**config.mk**
```make
export PLATFORM = sky130hd
export DESIGN_NAME = div_share_ctrl_flat
export DESIGN_NICKNAME = d
export VERILOG_FILES = /design/src/rtl/div_share_pkg.sv /design/src/rtl/div_share_ctrl_if.sv /design/src/rtl/div_share_ctrl_rr_pick.sv /design/src/rtl/div_share_ctrl.sv /design/src/flat_wrapper.sv
export SDC_FILE = /design/constraint.sdc
export NUM_CORES = 1
export LEC_CHECK = 0
export ABC_AREA = 1
export ABC_CLOCK_PERIOD_IN_PS = 5400
export CAP_MARGIN = 25
export CORE_AREA = 2 2 182 184
export DETAILED_ROUTE_END_ITERATION = 8
export DIE_AREA = 0 0 184 186
export HOLD_SLACK_MARGIN = 0.06
export PLACE_DENSITY_LB_ADDON = 0.12
export SYNTH_ARGS = -nofsm -noshare
export SYNTH_HDL_FRONTEND = slang
export SYNTH_SLANG_ARGS = --single-unit
```
**constraint.sdc**
```tcl
create_clock -name clk -period 5.4 [get_ports clk]
set_clock_uncertainty 0.05 [all_clocks]
set_input_delay 0.81 -clock clk [delete_from_list [all_inputs] [get_ports clk]]
set_output_delay 0.81 -clock clk [all_outputs]
set_load 0.02 [all_outputs]
```
**src/rtl/div_share_pkg.sv**
```systemverilog
// div_share_pkg: shared types and constants for the divider-sharing controller.
//   state_e       - controller FSM states
//   DATA_W        - operand/result width
//   DIV_ZERO_QUOT - quotient reported for a bypassed divide-by-zero
package div_share_pkg;
    localparam int DATA_W = 32;
    localparam logic [DATA_W-1:0] DIV_ZERO_QUOT = 32'hFFFF_FFFF;
    typedef enum logic [1:0] {IDLE, ISSUE, WAIT, RESP} state_e;
endpackage

```
**src/rtl/div_share_ctrl_if.sv**
```systemverilog
// div_share_ctrl_if: request, divider and response channels of div_share_ctrl.
//   master : controller side (drives req_ready, div_*, resp_*, busy)
//   slave  : environment side (requesters, divider core, response consumer)
interface div_share_ctrl_if import div_share_pkg::*; #(
    parameter int NUM_REQ = 4,
    parameter int ID_W    = 2
);
    logic [NUM_REQ-1:0]        req_valid;
    logic [NUM_REQ-1:0]        req_ready;
    logic [NUM_REQ*DATA_W-1:0] req_dividend;
    logic [NUM_REQ*DATA_W-1:0] req_divisor;
    logic                      div_start;
    logic [DATA_W-1:0]         div_dividend;
    logic [DATA_W-1:0]         div_divisor;
    logic                      div_done;
    logic [DATA_W-1:0]         div_quotient;
    logic [DATA_W-1:0]         div_remainder;
    logic                      resp_valid;
    logic                      resp_ready;
    logic [ID_W-1:0]           resp_id;
    logic [DATA_W-1:0]         resp_quotient;
    logic [DATA_W-1:0]         resp_remainder;
    logic                      resp_div_zero;
    logic                      busy;

    modport master (
        input  req_valid, req_dividend, req_divisor, div_done, div_quotient, div_remainder, resp_ready,
        output req_ready, div_start, div_dividend, div_divisor, resp_valid, resp_id,
               resp_quotient, resp_remainder, resp_div_zero, busy
    );

    modport slave (
        output req_valid, req_dividend, req_divisor, div_done, div_quotient, div_remainder, resp_ready,
        input  req_ready, div_start, div_dividend, div_divisor, resp_valid, resp_id,
               resp_quotient, resp_remainder, resp_div_zero, busy
    );
endinterface

```
**src/rtl/div_share_ctrl_rr_pick.sv**
```systemverilog
// rr_pick: combinational round-robin picker.
//   req_i   - request vector
//   ptr_i   - highest-priority index this cycle
//   gnt_o   - one-hot grant (zero when no request)
//   idx_o   - encoded index of the grant
//   valid_o - any request granted
module rr_pick #(
    parameter int NUM_REQ = 4,
    parameter int ID_W    = 2
) (
    input  logic [NUM_REQ-1:0] req_i,
    input  logic [ID_W-1:0]    ptr_i,
    output logic [NUM_REQ-1:0] gnt_o,
    output logic [ID_W-1:0]    idx_o,
    output logic               valid_o
);
    logic [ID_W-1:0] j;

    // Walk from the pointer, wrapping modulo NUM_REQ; first hit wins.
    always_comb begin
        gnt_o   = '0;
        idx_o   = '0;
        valid_o = 1'b0;
        j       = ptr_i;
        for (int i = 0; i < NUM_REQ; i++) begin
            if (!valid_o && req_i[j]) begin
                gnt_o[j] = 1'b1;
                idx_o    = j;
                valid_o  = 1'b1;
            end
            j = (j == ID_W'(NUM_REQ - 1)) ? '0 : j + 1'b1;
        end
    end
endmodule

```
**src/rtl/div_share_ctrl.sv**
```systemverilog
// div_share_ctrl: shares one sequential divider among NUM_REQ requesters.
//   clk - clock, rising edge
//   rst - synchronous active-low reset
//   bus - div_share_ctrl_if.master: per-requester req_* handshake, div_* divider
//         port, resp_* tagged response channel, busy
// Optional feature: define DIV_SHARE_ZERO_BYPASS_EN to answer zero divisors
// directly (quotient all ones, remainder = dividend) without starting the divider.
module div_share_ctrl import div_share_pkg::*; #(
    parameter int NUM_REQ = 4,
    parameter int ID_W    = 2
) (
    input logic              clk,
    input logic              rst,
    div_share_ctrl_if.master bus
);
    state_e             state_q, state_d;
    logic [ID_W-1:0]    rr_q, rr_d, id_q, id_d, win_idx;
    logic [NUM_REQ-1:0] win_gnt;
    logic               win_valid;
    logic [DATA_W-1:0]  dvd_q, dvd_d, dvs_q, dvs_d, quot_q, quot_d, rem_q, rem_d;
    logic [DATA_W-1:0]  in_dvd [NUM_REQ];
    logic [DATA_W-1:0]  in_dvs [NUM_REQ];
`ifdef DIV_SHARE_ZERO_BYPASS_EN
    logic               dz_q, dz_d;
`endif

    for (genvar g = 0; g < NUM_REQ; g++) begin : g_unpack
        assign in_dvd[g] = bus.req_dividend[DATA_W*g +: DATA_W];
        assign in_dvs[g] = bus.req_divisor[DATA_W*g +: DATA_W];
    end

    rr_pick #(.NUM_REQ(NUM_REQ), .ID_W(ID_W)) u_pick (
        .req_i   (bus.req_valid),
        .ptr_i   (rr_q),
        .gnt_o   (win_gnt),
        .idx_o   (win_idx),
        .valid_o (win_valid)
    );

    always_comb begin
        state_d = state_q;
        rr_d    = rr_q;
        id_d    = id_q;
        dvd_d   = dvd_q;
        dvs_d   = dvs_q;
        quot_d  = quot_q;
        rem_d   = rem_q;
`ifdef DIV_SHARE_ZERO_BYPASS_EN
        dz_d    = dz_q;
`endif
        case (state_q)
            IDLE: if (win_valid) begin
                id_d    = win_idx;
                dvd_d   = in_dvd[win_idx];
                dvs_d   = in_dvs[win_idx];
                state_d = ISSUE;
`ifdef DIV_SHARE_ZERO_BYPASS_EN
                dz_d    = in_dvs[win_idx] == '0;
                if (dz_d) begin
                    quot_d  = DIV_ZERO_QUOT;
                    rem_d   = in_dvd[win_idx];
                    state_d = RESP;
                end
`endif
            end
            ISSUE: state_d = WAIT;
            WAIT: if (bus.div_done) begin
                quot_d  = bus.div_quotient;
                rem_d   = bus.div_remainder;
                state_d = RESP;
            end
            RESP: if (bus.resp_ready) begin
                // Next search starts just past the requester just served.
                rr_d    = (id_q == ID_W'(NUM_REQ - 1)) ? '0 : id_q + 1'b1;
                state_d = IDLE;
            end
            default: state_d = IDLE;
        endcase
    end

    always_ff @(posedge clk) begin
        if (!rst) begin
            state_q <= IDLE;
            rr_q    <= '0;
            id_q    <= '0;
            dvd_q   <= '0;
            dvs_q   <= '0;
            quot_q  <= '0;
            rem_q   <= '0;
`ifdef DIV_SHARE_ZERO_BYPASS_EN
            dz_q    <= 1'b0;
`endif
        end else begin
            state_q <= state_d;
            rr_q    <= rr_d;
            id_q    <= id_d;
            dvd_q   <= dvd_d;
            dvs_q   <= dvs_d;
            quot_q  <= quot_d;
            rem_q   <= rem_d;
`ifdef DIV_SHARE_ZERO_BYPASS_EN
            dz_q    <= dz_d;
`endif
        end
    end

    // Grant is combinational in IDLE; suppressed while reset is asserted so
    // nothing is handshaken that the reset would then discard.
    assign bus.req_ready      = (rst && state_q == IDLE) ? win_gnt : '0;
    assign bus.div_start      = state_q == ISSUE;
    assign bus.div_dividend   = dvd_q;
    assign bus.div_divisor    = dvs_q;
    assign bus.resp_valid     = state_q == RESP;
    assign bus.resp_id        = id_q;
    assign bus.resp_quotient  = quot_q;
    assign bus.resp_remainder = rem_q;
    assign bus.busy           = state_q != IDLE;
`ifdef DIV_SHARE_ZERO_BYPASS_EN
    assign bus.resp_div_zero  = dz_q;
`else
    assign bus.resp_div_zero  = 1'b0;
`endif
endmodule

```
**src/flat_wrapper.sv**
```systemverilog
// flat-port wrapper written by rule: the top's interface ports become plain ports
module div_share_ctrl_flat import div_share_pkg::*;
#(
    parameter int NUM_REQ = 4,
    parameter int ID_W    = 2
)
  (clk, rst, bus_req_valid, bus_req_dividend, bus_req_divisor, bus_div_done, bus_div_quotient, bus_div_remainder, bus_resp_ready, bus_req_ready, bus_div_start, bus_div_dividend, bus_div_divisor, bus_resp_valid, bus_resp_id, bus_resp_quotient, bus_resp_remainder, bus_resp_div_zero, bus_busy);
  div_share_ctrl_if #(.NUM_REQ(NUM_REQ), .ID_W(ID_W)) bus_i ();
  input logic clk;
  input logic rst;
  input wire logic [$bits(bus_i.req_valid)-1:0] bus_req_valid;
  input wire logic [$bits(bus_i.req_dividend)-1:0] bus_req_dividend;
  input wire logic [$bits(bus_i.req_divisor)-1:0] bus_req_divisor;
  input wire logic [$bits(bus_i.div_done)-1:0] bus_div_done;
  input wire logic [$bits(bus_i.div_quotient)-1:0] bus_div_quotient;
  input wire logic [$bits(bus_i.div_remainder)-1:0] bus_div_remainder;
  input wire logic [$bits(bus_i.resp_ready)-1:0] bus_resp_ready;
  output wire logic [$bits(bus_i.req_ready)-1:0] bus_req_ready;
  output wire logic [$bits(bus_i.div_start)-1:0] bus_div_start;
  output wire logic [$bits(bus_i.div_dividend)-1:0] bus_div_dividend;
  output wire logic [$bits(bus_i.div_divisor)-1:0] bus_div_divisor;
  output wire logic [$bits(bus_i.resp_valid)-1:0] bus_resp_valid;
  output wire logic [$bits(bus_i.resp_id)-1:0] bus_resp_id;
  output wire logic [$bits(bus_i.resp_quotient)-1:0] bus_resp_quotient;
  output wire logic [$bits(bus_i.resp_remainder)-1:0] bus_resp_remainder;
  output wire logic [$bits(bus_i.resp_div_zero)-1:0] bus_resp_div_zero;
  output wire logic [$bits(bus_i.busy)-1:0] bus_busy;
  assign bus_i.req_valid = bus_req_valid;
  assign bus_i.req_dividend = bus_req_dividend;
  assign bus_i.req_divisor = bus_req_divisor;
  assign bus_i.div_done = bus_div_done;
  assign bus_i.div_quotient = bus_div_quotient;
  assign bus_i.div_remainder = bus_div_remainder;
  assign bus_i.resp_ready = bus_resp_ready;
  assign bus_req_ready = bus_i.req_ready;
  assign bus_div_start = bus_i.div_start;
  assign bus_div_dividend = bus_i.div_dividend;
  assign bus_div_divisor = bus_i.div_divisor;
  assign bus_resp_valid = bus_i.resp_valid;
  assign bus_resp_id = bus_i.resp_id;
  assign bus_resp_quotient = bus_i.resp_quotient;
  assign bus_resp_remainder = bus_i.resp_remainder;
  assign bus_resp_div_zero = bus_i.resp_div_zero;
  assign bus_busy = bus_i.busy;
  div_share_ctrl #(.NUM_REQ(NUM_REQ), .ID_W(ID_W)) u_core (.clk(clk), .rst(rst), .bus(bus_i));
endmodule
```
Yosys cells after proc, flatten, opt, wreduce, memory -nomap -nowiden
Index checks and enable logic that the tools add are counted.
{"block": "word_totals", "rom_bits": 0, "register_bits": 134, "ramBits": 0, "memories": 0, "wordCells": 94, "input_bits": 328, "out_inout_bits": 138, "latchBits": 0}
{"block": "classes", "n_mux": 43, "reduce_logical": 17, "add_sub_neg": 4, "multipliers": 0, "shifts": 0, "n_bitwise": 4, "magnitude_cmp": 9, "n_eq_ne": 10, "div": 0}
{"cell": "$bmux 32 s2", "count": 2}
{"cell": "$mux 32", "count": 4}
{"cell": "$mux 2", "count": 11}
{"cell": "$mux 4", "count": 5}
{"cell": "$eq 2x2->1 const B", "count": 6}
{"cell": "$lt 2x3->1 const B", "count": 4}
{"cell": "$mux 1", "count": 12}
{"cell": "$or 4x4->4", "count": 3}
{"cell": "$add 2x1->2 const B", "count": 4}
{"cell": "$bmux 1 s2", "count": 4}
{"cell": "$demux 1 s2", "count": 4}
{"cell": "$ge 2x1->1 const B", "count": 4}
{"cell": "$logic_and 1x1->1", "count": 8}
{"cell": "$pmux 2 s4", "count": 1}
{"cell": "$ne 2x2->1 const B", "count": 3}
{"cell": "$reduce_and 2->1", "count": 3}
{"cell": "$ge 3x3->1 const B", "count": 1}
{"cell": "$logic_not 1->1", "count": 3}
{"cell": "$not 2->3", "count": 1}
{"cell": "$reduce_and 3->1", "count": 1}
{"cell": "$eq 2x1->1 const B", "count": 1}
{"cell": "$logic_not 2->1", "count": 1}
{"cell": "$reduce_bool 2->1", "count": 1}

Logic depth before layout (Yosys ltp)
Gate-level depths: netlist of run 1.
{"block": "logic_depth", "depth_word": 16, "depth_mapped": 19, "mapped_depth_nobuf": 17}

Hierarchy
Synthesis of run 1 repeated with hierarchy kept, for this count alone.
{"block": "hier_totals", "cells_unflattened": 1143, "area_unflattened_um2": 7315.8}
{"module": "div_share_ctrl", "cells_per_inst": 1054, "n_inst": 1, "seq_area_each_um2": 2682.6, "area_each_um2": 6732.7}
{"module": "rr_pick", "cells_per_inst": 89, "n_inst": 1, "seq_area_each_um2": 0.0, "area_each_um2": 583.1}

Least setup slack after synthesis of run 1
Ideal clock, no wire load.
{"block": "synth_timing", "kind": "reg-to-output", "from": "register u_core.rr_q[0]", "to": "output bus_req_ready[1]", "path_slack_ns": 2.517, "t_required_ns": 4.540, "arrival_time_ns": 2.023, "path_stages_with_launch": 11, "path_buffers": 0, "path_cell_list": "dfxtp_1 inv_2 ha_1 inv_2 nor2_1 nand2_1 nand2_2 nand3_1 inv_1 nand2_1 a41oi_1"}
{"block": "synth_via", "elab_chain_len": 13, "word_cells_on_any_way": 54, "cone_classes": "add/sub: 3; order compare: 8; eq/ne: 3; mux: 27; bitwise: 3; reduce/logical: 10"}
{"item": "from (decl)", "line_no": "div_share_ctrl.sv:17", "source": "logic [ID_W-1:0] rr_q, rr_d, id_q, id_d, win_idx;"}
{"item": "from (signal assigned)", "line_no": "div_share_ctrl.sv:95", "source": "rr_q <= rr_d;"}
{"item": "$add 2x1->2, or another cell as far along", "line_no": "div_share_ctrl_rr_pick.sv:31", "source": "j = (j == ID_W'(NUM_REQ - 1)) ? '0 : j + 1'b1;"}
{"item": "$mux 2 / $mux 1 (equally long branches)", "line_no": "div_share_ctrl_rr_pick.sv:31, div_share_ctrl_rr_pick.sv:26"}
{"item": "$add 2x1->2, or another cell as far along", "line_no": "div_share_ctrl_rr_pick.sv:31"}
{"item": "$mux 2, or another cell as far along", "line_no": "div_share_ctrl_rr_pick.sv:31"}
{"item": "$add 2x1->2, or another cell as far along", "line_no": "div_share_ctrl_rr_pick.sv:31"}
{"item": "$mux 2, or another cell as far along", "line_no": "div_share_ctrl_rr_pick.sv:31"}
{"item": "$lt 2x3->1 (implied by the code), or another cell as far along", "line_no": "div_share_ctrl_rr_pick.sv:27", "source": "gnt_o[j] = 1'b1;"}
{"item": "$logic_and 1x1->1 (implied by the code), or another cell as far along", "line_no": "div_share_ctrl_rr_pick.sv:27"}
{"item": "$mux 1 (implied by the code), or another cell as far along", "line_no": "div_share_ctrl_rr_pick.sv:27"}
{"item": "$demux 1 s2, or another cell as far along", "line_no": "div_share_ctrl_rr_pick.sv:27"}
{"item": "$or 4x4->4 (no line) / $logic_and 1x1->1 (equally long branches)"}
{"item": "$mux 4 (*)", "line_no": "div_share_ctrl_rr_pick.sv:26", "source": "if (!valid_o && req_i[j]) begin"}
{"item": "$mux 4 (*)", "line_no": "div_share_ctrl.sv:109", "source": "assign bus.req_ready = (rst && state_q == IDLE) ? win_gnt : '0;"}
{"item": "to (decl)", "line_no": "flat_wrapper.sv:18", "source": "output wire logic [$bits(bus_i.req_ready)-1:0] bus_req_ready;"}
Mark *: on every way between the ends. The rest lies on a longest branch, timed or not. The select of a mux whose other input is x is not followed.

Final worst setup path of run 1
Same ends and word-level chain as after synthesis.

==> results of run 1 <==
-- state kept, by name, indices dropped and copies added (netlist names) --
name                       flops
u_core.bus.div_dividend       32
u_core.bus.div_divisor        32
u_core.bus.resp_id             2
u_core.bus.resp_quotient      32
u_core.bus.resp_remainder     32
u_core.rr_q                    2
u_core.state_q                 2
-- synth_stat cells --
master | instances | area share, %
nand2_1 | 361 | 17
nor2_1 | 254 | 12
nand3_1 | 161 | 10
dfxtp_1 | 134 | 34
inv_1 | 105 | 5.0
o21ai_0 | 70 | 4.4
nand3b_1 | 48 | 4.6
buf_2 | 39 | 2.5
a21oi_1 | 31 | 2.0
clkbuf_1 | 30 | 1.4
ha_1 | 13 | 2.1
buf_4 | 9 | 0.86
inv_2 | 9 | 0.43
buf_1 | 5 | 0.24
buf_6 | 4 | 0.57
nand2_2 | 4 | 0.32
nand3_2 | 4 | 0.51
nand2_4 | 2 | 0.29
nor2_2 | 2 | 0.16
o22ai_1 | 2 | 0.16
a21oi_4 | 1 | 0.21
a221oi_1 | 1 | 0.11
a41oi_1 | 1 | 0.11
conb_1 | 1 | 0.048
nand4_1 | 1 | 0.079
nor2_8 | 1 | 0.25
nor3_1 | 1 | 0.063
o211ai_1 | 1 | 0.095
o21ai_2 | 1 | 0.11
-- area by class of cell --
type / count / area share (%)
timing repair buffer: 478 / 35.8
inverter: 114 / 3.20
clock buffer: 17 / 3.18
tap: 408 / 3.82
multi-input combinational: 961 / 32.6
sequential: 134 / 20.1
antenna: 4 / 0.0749
clock inverter: 15 / 1.23
-- metal layers --
metal	share of wire, %	vias to the layer above	track usage [%]
li1	-	4871	-
met1	39	4272	22.1
met2	49	342	36.0
met3	9.8	29	8.12
met4	1.6	0	6.85
met5	0	-	0
-- tightest hold or removal path: stages (launching register included) --
cell     delay [ns]
dfxtp_1        0.32
nor2_1         0.05
nor2_1         0.08
-- power breakdown --
group | total [mW] | internal (mW) | switching (mW)
Clock | 1.21 | 0.690 | 0.520
Combinational | 3.59 | 1.43 | 2.16
Sequential | 1.46 | 1.29 | 0.163
Total | 6.25 | 3.41 | 2.84
-- stage by stage --
stage	power [mW]	setup slack, ns	instances	area (um^2)	hold WS [ns]
floorplan	3.71	2.52	1296	7890	0.433
global placement	5.05	1.42	2092	12700	0.412
detailed placement	5.12	1.53	2095	12800	0.423
CTS	6.36	1.20	2127	13400	0.438
global route	6.78	1.02	2130	13400	0.456
finish	6.25	1.22	2131	13400	0.433
-- logic make-up after synthesis --
| logic type | after synthesis | synth area share, % |
|---|---|---|
| and+or+nand+nor | 839 | 45.7 |
| buffers and inverters | 201 | 11.0 |
| DFF | 134 | 34.0 |
| AOI/OAI and AO/OA | 108 | 7.20 |
| adders and majority gates | 13 | 2.06 |
| other | 1 | 0.0475 |
-- final timing paths --
path / endpoint / cells after the start / startpoint / slack, ns
worst min register to register: u_core.bus.resp_remainder[27] / 2 / u_core.bus.resp_remainder[27] / 0.43
worst min-delay path: u_core.bus.resp_remainder[27] / 2 / u_core.bus.resp_remainder[27] / 0.43
worst max register to register: u_core.bus.div_dividend[14] / 15 / u_core.rr_q[0] / 1.64
worst max-delay path: bus_req_ready[1] / 11 / u_core.rr_q[0] / 1.22
==> run metrics, run 1 <==
status=complete, no violations; Worst-Skew Late Latency=0.44 ns; Syn Inst Count=1296; YS warnings=0; pins over their slew limit=0; I/O Buffers=464; Clock Sink Count=134; Critical Path End Type=output pin; endpoints failing hold=0; Unique masters post-synth=29; Worst Path Required=4.54 ns; CTS Buffer Depth=2; register area=2680 um^2; gr usage total=20.3%; Fillers=3426; layout cells sized above 1=4.36%; final net count=2047; Max IR drop VDD=0.000228 V; crit path cell chain=inv_2 > ha_1 > inv_2 > nor2_1 > nand2_1 > nand2_2 > nand3_1 > inv_1 > nand2_1 > a41oi_1 > clkdlybuf4s50_1; initial core utilization=24.5%; syn_nets=1637; CP max FO=8; GR Overflow Total=0; drt via density=4.46; Mean Syn Cell Area=6.09 um^2; leakage power total=5.90 nW; Num CTS Buffers=17; Clock Root Buffer=clkbuf_16; post-route ant nets=0; Fmax=239 MHz; Crit path buffers/inverters=4; Hold-fix buffers, CTS=0; Die Wd=184 um; #FFs+latches synth=134; via count of the first global-routing pass=9244; area occupied by multi-input gates=4360 um^2; Relative slew margins=37.9%; largest net degree at the start of global routing=87; Setup TNS Final=0 ns; Syn-to-layout area delta=69.4%; worst hold path class=reg2reg; pwr dens=468 nW/um^2; DR WL/cell=16.9 um; Pre-antenna DRT Iters=4; die area=34200 um^2; WS Path Type=reg2out; DR vias=9514; global-route wire length before repair=52800 um; DP HPWL=26400 um; post-cts sizing count=0; final period utilization=77.4%; Synth Cell Area=7890 um^2; initial antenna violation count=4; CTS H-tree lvls=4; I/O pin cnt=466; First DRT Iteration DRCs=449; CTS tree=built; min Tclk post-route=4.18 ns; DR DRC count=0; die height=186 um; final core utilization=41.5%; Critical Path Source Type=register; Final Setup Violations=0; Slowest-stage cell, CP=clkdlybuf4s50_1; RSZ-0062 raised after global routing=false; CORE AREA=32200 um^2; Cell Rows=66; Top delay family on crit path=buffers and inverters; Max Cap Violations=0; Clk pin slew, worst setup/hold paths=0.06 ns; worst slew pin tran=0.931 ns; sequential-to-total area share from yosys stat=34.0%; Routed WL=35900 um; Final Wtd Congestion=0.841; commonest non-fill, non-tap cell in the layout=clkdlybuf4s50_1; Setup Fix Bufs, Post-CTS=0; Worst path max stage delay=0.66 ns; Data arrival, critical path=3.32 ns; most frequent cells in the layout=clkdlybuf4s50_1, nand2_1, nor2_1
Note: power is estimated with default switching activity, not from simulation.
==> run 2, diff against run 1 <==
ABC_CLOCK_PERIOD_IN_PS = 3450   (was 5400)
CORE_AREA = 2 2 183 185   (was 2 2 182 184)
DIE_AREA = 0 0 185 187   (was 0 0 184 186)
clock period = 3.45 ns   (was 5.4 ns; I/O delays follow)
==> run 2 against run 1 <==
Clock power is 55% higher. Register-to-register slack got worse by 1.1 ns. Wire length decreased by 0.10%. Highest routed layer is now met5. Cell count is 2.1% higher. Critical path type unchanged. Design area increased by 1.1%. Sequential share of layout area fell by 0.21 points. Worst hold slack worse by 0.040 ns. Via count rose by 0.11%. Non-clock buffer count up 4.
==> run metrics, run 2 (synthesis gave the netlist of run 1 again) <==
WS Path Type=reg2out; Hold-fix buffers, CTS=0 (unchanged); Cells on Worst Hold Path=3 (+1); Clock Sink Count=134 (unchanged); worst hold path class=in2reg; Max Cap Violations=0 (unchanged); R2R depth=16 (+1); DR WL/cell=16.5 um (-2.2%); leakage power total=5.96 nW (+0.91%); Hold Worst Slack=0.393 ns (-0.0400 ns); pins over their slew limit=0 (unchanged); final period utilization=92.6%; I/O Buffers=464 (unchanged); status=complete, no violations; CTS Buffer Depth=2 (unchanged); Worst path max stage delay=0.44 ns (-0.22 ns); CP max FO=8 (unchanged); gr usage total=20.2% (-0.12 points); min Tclk post-route=3.19 ns; Routed WL=35900 um (-0.10%); Slowest-stage cell, CP=dfxtp_2; Setup TNS Final=0 ns (unchanged); CTS tree=built; initial antenna violation count=9 (+5); worst slew pin tran=0.876 ns (-0.0551 ns); Setup Fix Bufs, Post-CTS=0 (unchanged); I/O pin cnt=466 (unchanged); Fmax=313 MHz; Max IR drop VDD=0.000398 V (+74%); global-route wire length before repair=53500 um (+1.4%); layout cells sized above 1=4.59% (+0.23 points); final net count=2051 (+0.20%); commonest non-fill, non-tap cell in the layout=clkdlybuf4s50_1; endpoints failing hold=0 (unchanged); Data arrival, critical path=2.63 ns (-0.69 ns); crit path cell chain=inv_2 > ha_4 > inv_2 > nor2_1 > nand2_1 > nand2_2 > nand3_1 > inv_1 > nand2_1 > a41oi_1 > dlygate4sd2_1; RSZ-0062 raised after global routing=false; Crit path buffers/inverters=4 (unchanged); Clock Root Buffer=clkbuf_16; Clk pin slew, worst setup/hold paths=0.06 ns (about the same); CTS H-tree lvls=4 (unchanged); die height=187 um (+0.54%); drt via density=4.38 (-2.0%); most frequent cells in the layout=clkdlybuf4s50_1, nand2_1, nor2_1; Die Wd=185 um (+0.54%); final core utilization=41.1% (-0.37 points); Top delay family on crit path=buffers and inverters; Syn-to-layout area delta=71.2%; die area=34600 um^2 (+1.1%); Num CTS Buffers=17 (unchanged); DR DRC count=0 (unchanged); via count of the first global-routing pass=9296 (+0.56%); First DRT Iteration DRCs=277 (-38%); post-route ant nets=0 (unchanged); Worst-Skew Late Latency=0.43 ns (about the same); largest net degree at the start of global routing=90 (+3.4%); Critical Path End Type=output pin; Pre-antenna DRT Iters=5 (+1); Final Wtd Congestion=0.869 (+3.2%); Final Setup Violations=0 (unchanged); Crit. path cell count=11 (unchanged); GR Overflow Total=0 (unchanged); Cell Rows=67 (+1.5%); Relative slew margins=41.6% (+3.7 points); Worst Path Required=2.88 ns (-1.66 ns); DR vias=9524 (+0.11%); initial core utilization=24.0% (-0.49 points); Critical Path Source Type=register; DP HPWL=25700 um (-2.4%); CORE AREA=32900 um^2 (+2.0%); pwr dens=731 nW/um^2 (+56%)
==> run 2: cell count changes in the layout (fill, tap and decap cells not counted), sizes merged <==
cell           change
clkdlybuf4s50      -4
buf                +4
inv                -8
dlygate4sd2        +4
clkbuf             +1
clkinvlp           +1
bufinv             +1
clkinv             +3
diode              +3
==> run 2: per-stage QoR <==
stage	power, mW	setup WS, ns	instance area [um^2]	std cells
after floorplan	5.81	0.860	7890	1296
after global placement	8.07	0.242	12900	2138
after detailed placement	8.10	0.163	12900	2138
after CTS	10.0	0.0891	13500	2168
after global routing	10.7	0.0284	13500	2173
final	9.88	0.256	13500	2176
==> run 2: worst register-to-register path: stages, from the launching register on <==
cell     delay, ns
dfxtp_2       0.44
inv_2         0.15
ha_4          0.35
inv_2         0.10
nor2_1        0.14
nand2_1       0.08
nand2_2       0.11
nand3_1       0.10
nand3_1       0.12
nand2_4       0.15
nand2_4       0.13
buf_4         0.39
nand2_1       0.14
nand3_1       0.09
nand3_1       0.13
nand2_1       0.09
inv_1         0.03
==> run 2: cell type report <==
class	instances	area (um^2)
Clock inverter	12	158
Clock buffer	18	429
Fill cell	3522	19300
Sequential cell	134	2680
Inverter	114	428
Timing Repair Buffer	482	4860
Antenna cell	7	17.5
Tap cell	448	561
Multi-Input combinational cell	961	4380
==> run 2: final timing paths <==
path / to / slack [ns] / from
max: bus_req_ready[1] / 0.26 / u_core.rr_q[0]
min reg2reg: u_core.bus.resp_quotient[13] / 0.43 / u_core.bus.resp_quotient[13]
max reg2reg: u_core.bus.div_dividend[11] / 0.56 / u_core.rr_q[0]
min: u_core.state_q[1] / 0.39 / rst
==> run 2: repair_timing <==
item / in CTS / in global routing
hold endpoints to repair: 0 / 0
setup endpoints to repair: 4 / 4
gates resized for setup: 6 / 3
==> run 2: where the power goes <==
group,total (mW),internal (mW),switching (mW)
clock network,1.88,1.13,0.751
registers,2.28,2.03,0.257
logic,5.72,2.29,3.43
==> run 2: per-layer routing <==
layer,wire (um),vias to the layer above,part of all wire (%),track usage [%]
met5,9,-,0.025,0
met4,684,2,1.9,6.78
met3,3730,37,10,8.45
met2,17100,337,48,34.7
met1,14400,4263,40,22.4
li1,-,4885,-,-
==> run 3, diff against run 2 <==
SETUP_SLACK_MARGIN = 0.5   (was default)
==> run 3 against run 2 <==
Combinational power barely moved. Total power increased by 0.38%. Die area stayed put. Clock power about the same. Wire length is 0.26% higher. Critical path depth unchanged. Critical path type unchanged. Largest cell class unchanged. Highest routed layer unchanged.
==> run metrics, run 3 (synthesis gave the netlist of run 1 again) <==
final net count=2058 (+0.34%); Syn-to-layout area delta=72.4%; Final Setup Violations=0 (unchanged); global-route wire length before repair=53700 um (+0.32%); Slowest-stage cell, CP=dfxtp_4; Final Cell Area=13600 um^2 (+0.68%); Fmax=355 MHz (+13%); area occupied by multi-input gates=4410 um^2 (+0.71%); I/O pin cnt=466 (unchanged); pwr dens=729 nW/um^2 (-0.29%); DR vias=9582 (+0.61%); Clock Sink Count=134 (unchanged); DR WL/cell=16.5 um (about the same); Top delay family on crit path=simple AND/OR/NAND/NOR gates; die height=187 um (unchanged); Data arrival, critical path=2.25 ns (-0.38 ns); GR Util met2=34.8% (+0.086 points); GR Overflow Total=0 (unchanged); Clk pin slew, worst setup/hold paths=0.06 ns (about the same); Cell Rows=67 (unchanged); Clock Root Buffer=clkbuf_16; met1 usage=22.5% (+0.039 points); Top Usage Layer GRT=met2; non-filler cells, final=2182 (+0.28%); layout cells sized above 1=5.56% (+0.97 points); placed inst area=12900 um^2 (unchanged); Routed WL=36000 um (+0.26%); crit path cell chain=inv_2 > ha_4 > inv_4 > nor2_2 > nand2_1 > nand2_2 > nand3_1 > inv_2 > nand2_1 > a41oi_1 > buf_4; Setup TNS Final=0 ns (unchanged); Crit. path cell count=11 (unchanged); Fillers=3510 (-0.34%); Critical Path Source Type=register; die area=34600 um^2 (unchanged); Worst path max stage delay=0.38 ns (-0.06 ns); leakage power total=5.98 nW (+0.38%); via count of the first global-routing pass=9314 (+0.19%); RSZ-0062 raised after global routing=true; Num CTS Buffers=17 (unchanged); Total Power=9.92 mW (+0.38%); R2R depth=16 (unchanged); First DRT Iteration DRCs=328 (+18%); Crit path buffers/inverters=4 (unchanged); worst slew pin tran=0.876 ns (-0.000102 ns); initial antenna violation count=9 (unchanged); Pre-antenna DRT Iters=5 (unchanged); Reg2Reg Setup Slack=0.76 ns (+0.20 ns); I/O Buffers=464 (unchanged); drt via density=4.39 (+0.33%); DR DRC count=0 (unchanged); RR Endpoint=u_core.bus.div_divisor[10]; DP HPWL=25700 um (unchanged); WS Path Type=reg2out; min Tclk post-route=2.82 ns (-0.377 ns); Relative slew margins=41.6% (about the same); initial core utilization=24.0% (unchanged); worst r2r src=u_core.rr_q[1]; Worst-Skew Late Latency=0.43 ns (about the same); endpoints failing hold=0 (unchanged); Worst Path Required=2.88 ns (about the same); Min-Delay Endpoint=u_core.state_q[1]; gr usage total=20.3% (+0.054 points); status=complete, no violations; CTS tree=built; Max IR drop VDD=0.000396 V (-0.54%); worst hold path class=in2reg; Cells on Worst Hold Path=3 (unchanged); CP max FO=8 (unchanged); Hold Crit Start=rst; Die Wd=185 um (unchanged); final period utilization=81.7% (-11 points); most frequent cells in the layout=clkdlybuf4s50_1, nand2_1, nor2_1; commonest non-fill, non-tap cell in the layout=clkdlybuf4s50_1; largest net degree at the start of global routing=90 (unchanged); post-route ant nets=0 (unchanged); Final Wtd Congestion=0.869 (unchanged); CTS Buffer Depth=2 (unchanged); register area=2690 um^2 (+0.23%); M3 GR Usage=8.53% (+0.078 points); Hold Worst Slack=0.394 ns (+0.00165 ns); Critical Path End Type=output pin; Post-Place Cells=2138 (unchanged); Max Cap Violations=0 (unchanged); CORE AREA=32900 um^2 (unchanged); pins over their slew limit=0 (unchanged); CTS H-tree lvls=4 (unchanged)
[run 3: cell types whose count changed in the layout (fill, tap and decap cells not counted), moves of 2 or more]
cell | previous run | this run
buf_4 | 11 | 20
dfxtp_4 | 0 | 2
dlygate4sd2_1 | 4 | 0
inv_2 | 12 | 10
inv_4 | 0 | 3
[run 3: what timing repair did]
action	4_1_cts	5_1_grt
pin swaps	1	2
buffers inserted	3	4
hold buffers	0	0
resized for setup	27	12
setup endpoints to repair	70	62
[run 3: tightest hold or removal path, stage by stage]
cell and delay, ns:
buf_2 0.14, inv_2 0.12, a21oi_1 0.05
[run 3: metrics by stage]
step | util, % | setup WS (ns)
floorplan | - | 0.860
global placement | 39.2 | 0.242
detailed placement | 39.2 | 0.163
CTS | 41.1 | 0.504
global route | 41.4 | 0.473
finish | 41.4 | 0.633
[run 3: final cells by class]
| cell class | instances | area share, % |
|---|---|---|
| antenna | 6 | 0.110 |
| inverter | 114 | 3.20 |
| timing repair buffer | 489 | 36.1 |
| clock buffer | 18 | 3.15 |
| clock inverter | 12 | 1.16 |
| sequential | 134 | 19.8 |
| multi-input combinational | 961 | 32.4 |
| tap | 448 | 4.12 |
[run 3: metal layers]
metal,share of wire [%],vias up,wire length [um]
li1,-,4904,-
met1,40,4263,14200
met2,48,372,17100
met3,11,39,3930
met4,1.9,4,687
met5,0.067,-,24
[run 3: how the worst max path moves through the flow]
stage	endpoint	from	slack (ns)
finish	bus_req_ready[1]	u_core.rr_q[1]	0.63
CTS	bus_req_ready[1]	u_core.rr_q[0]	0.50
floorplan	bus_req_ready[1]	u_core.rr_q[0]	0.86
global route	bus_req_ready[3]	u_core.rr_q[1]	0.47
detailed placement	bus_req_ready[1]	u_core.rr_q[0]	0.16
global placement	bus_req_ready[0]	bus_req_valid[0]	0.24
[run 3: where the power goes]
group	total (mW)	internal [mW]	switching, mW
Clock	1.88	1.13	0.752
Combinational	5.75	2.32	3.44
Sequential	2.29	2.03	0.258
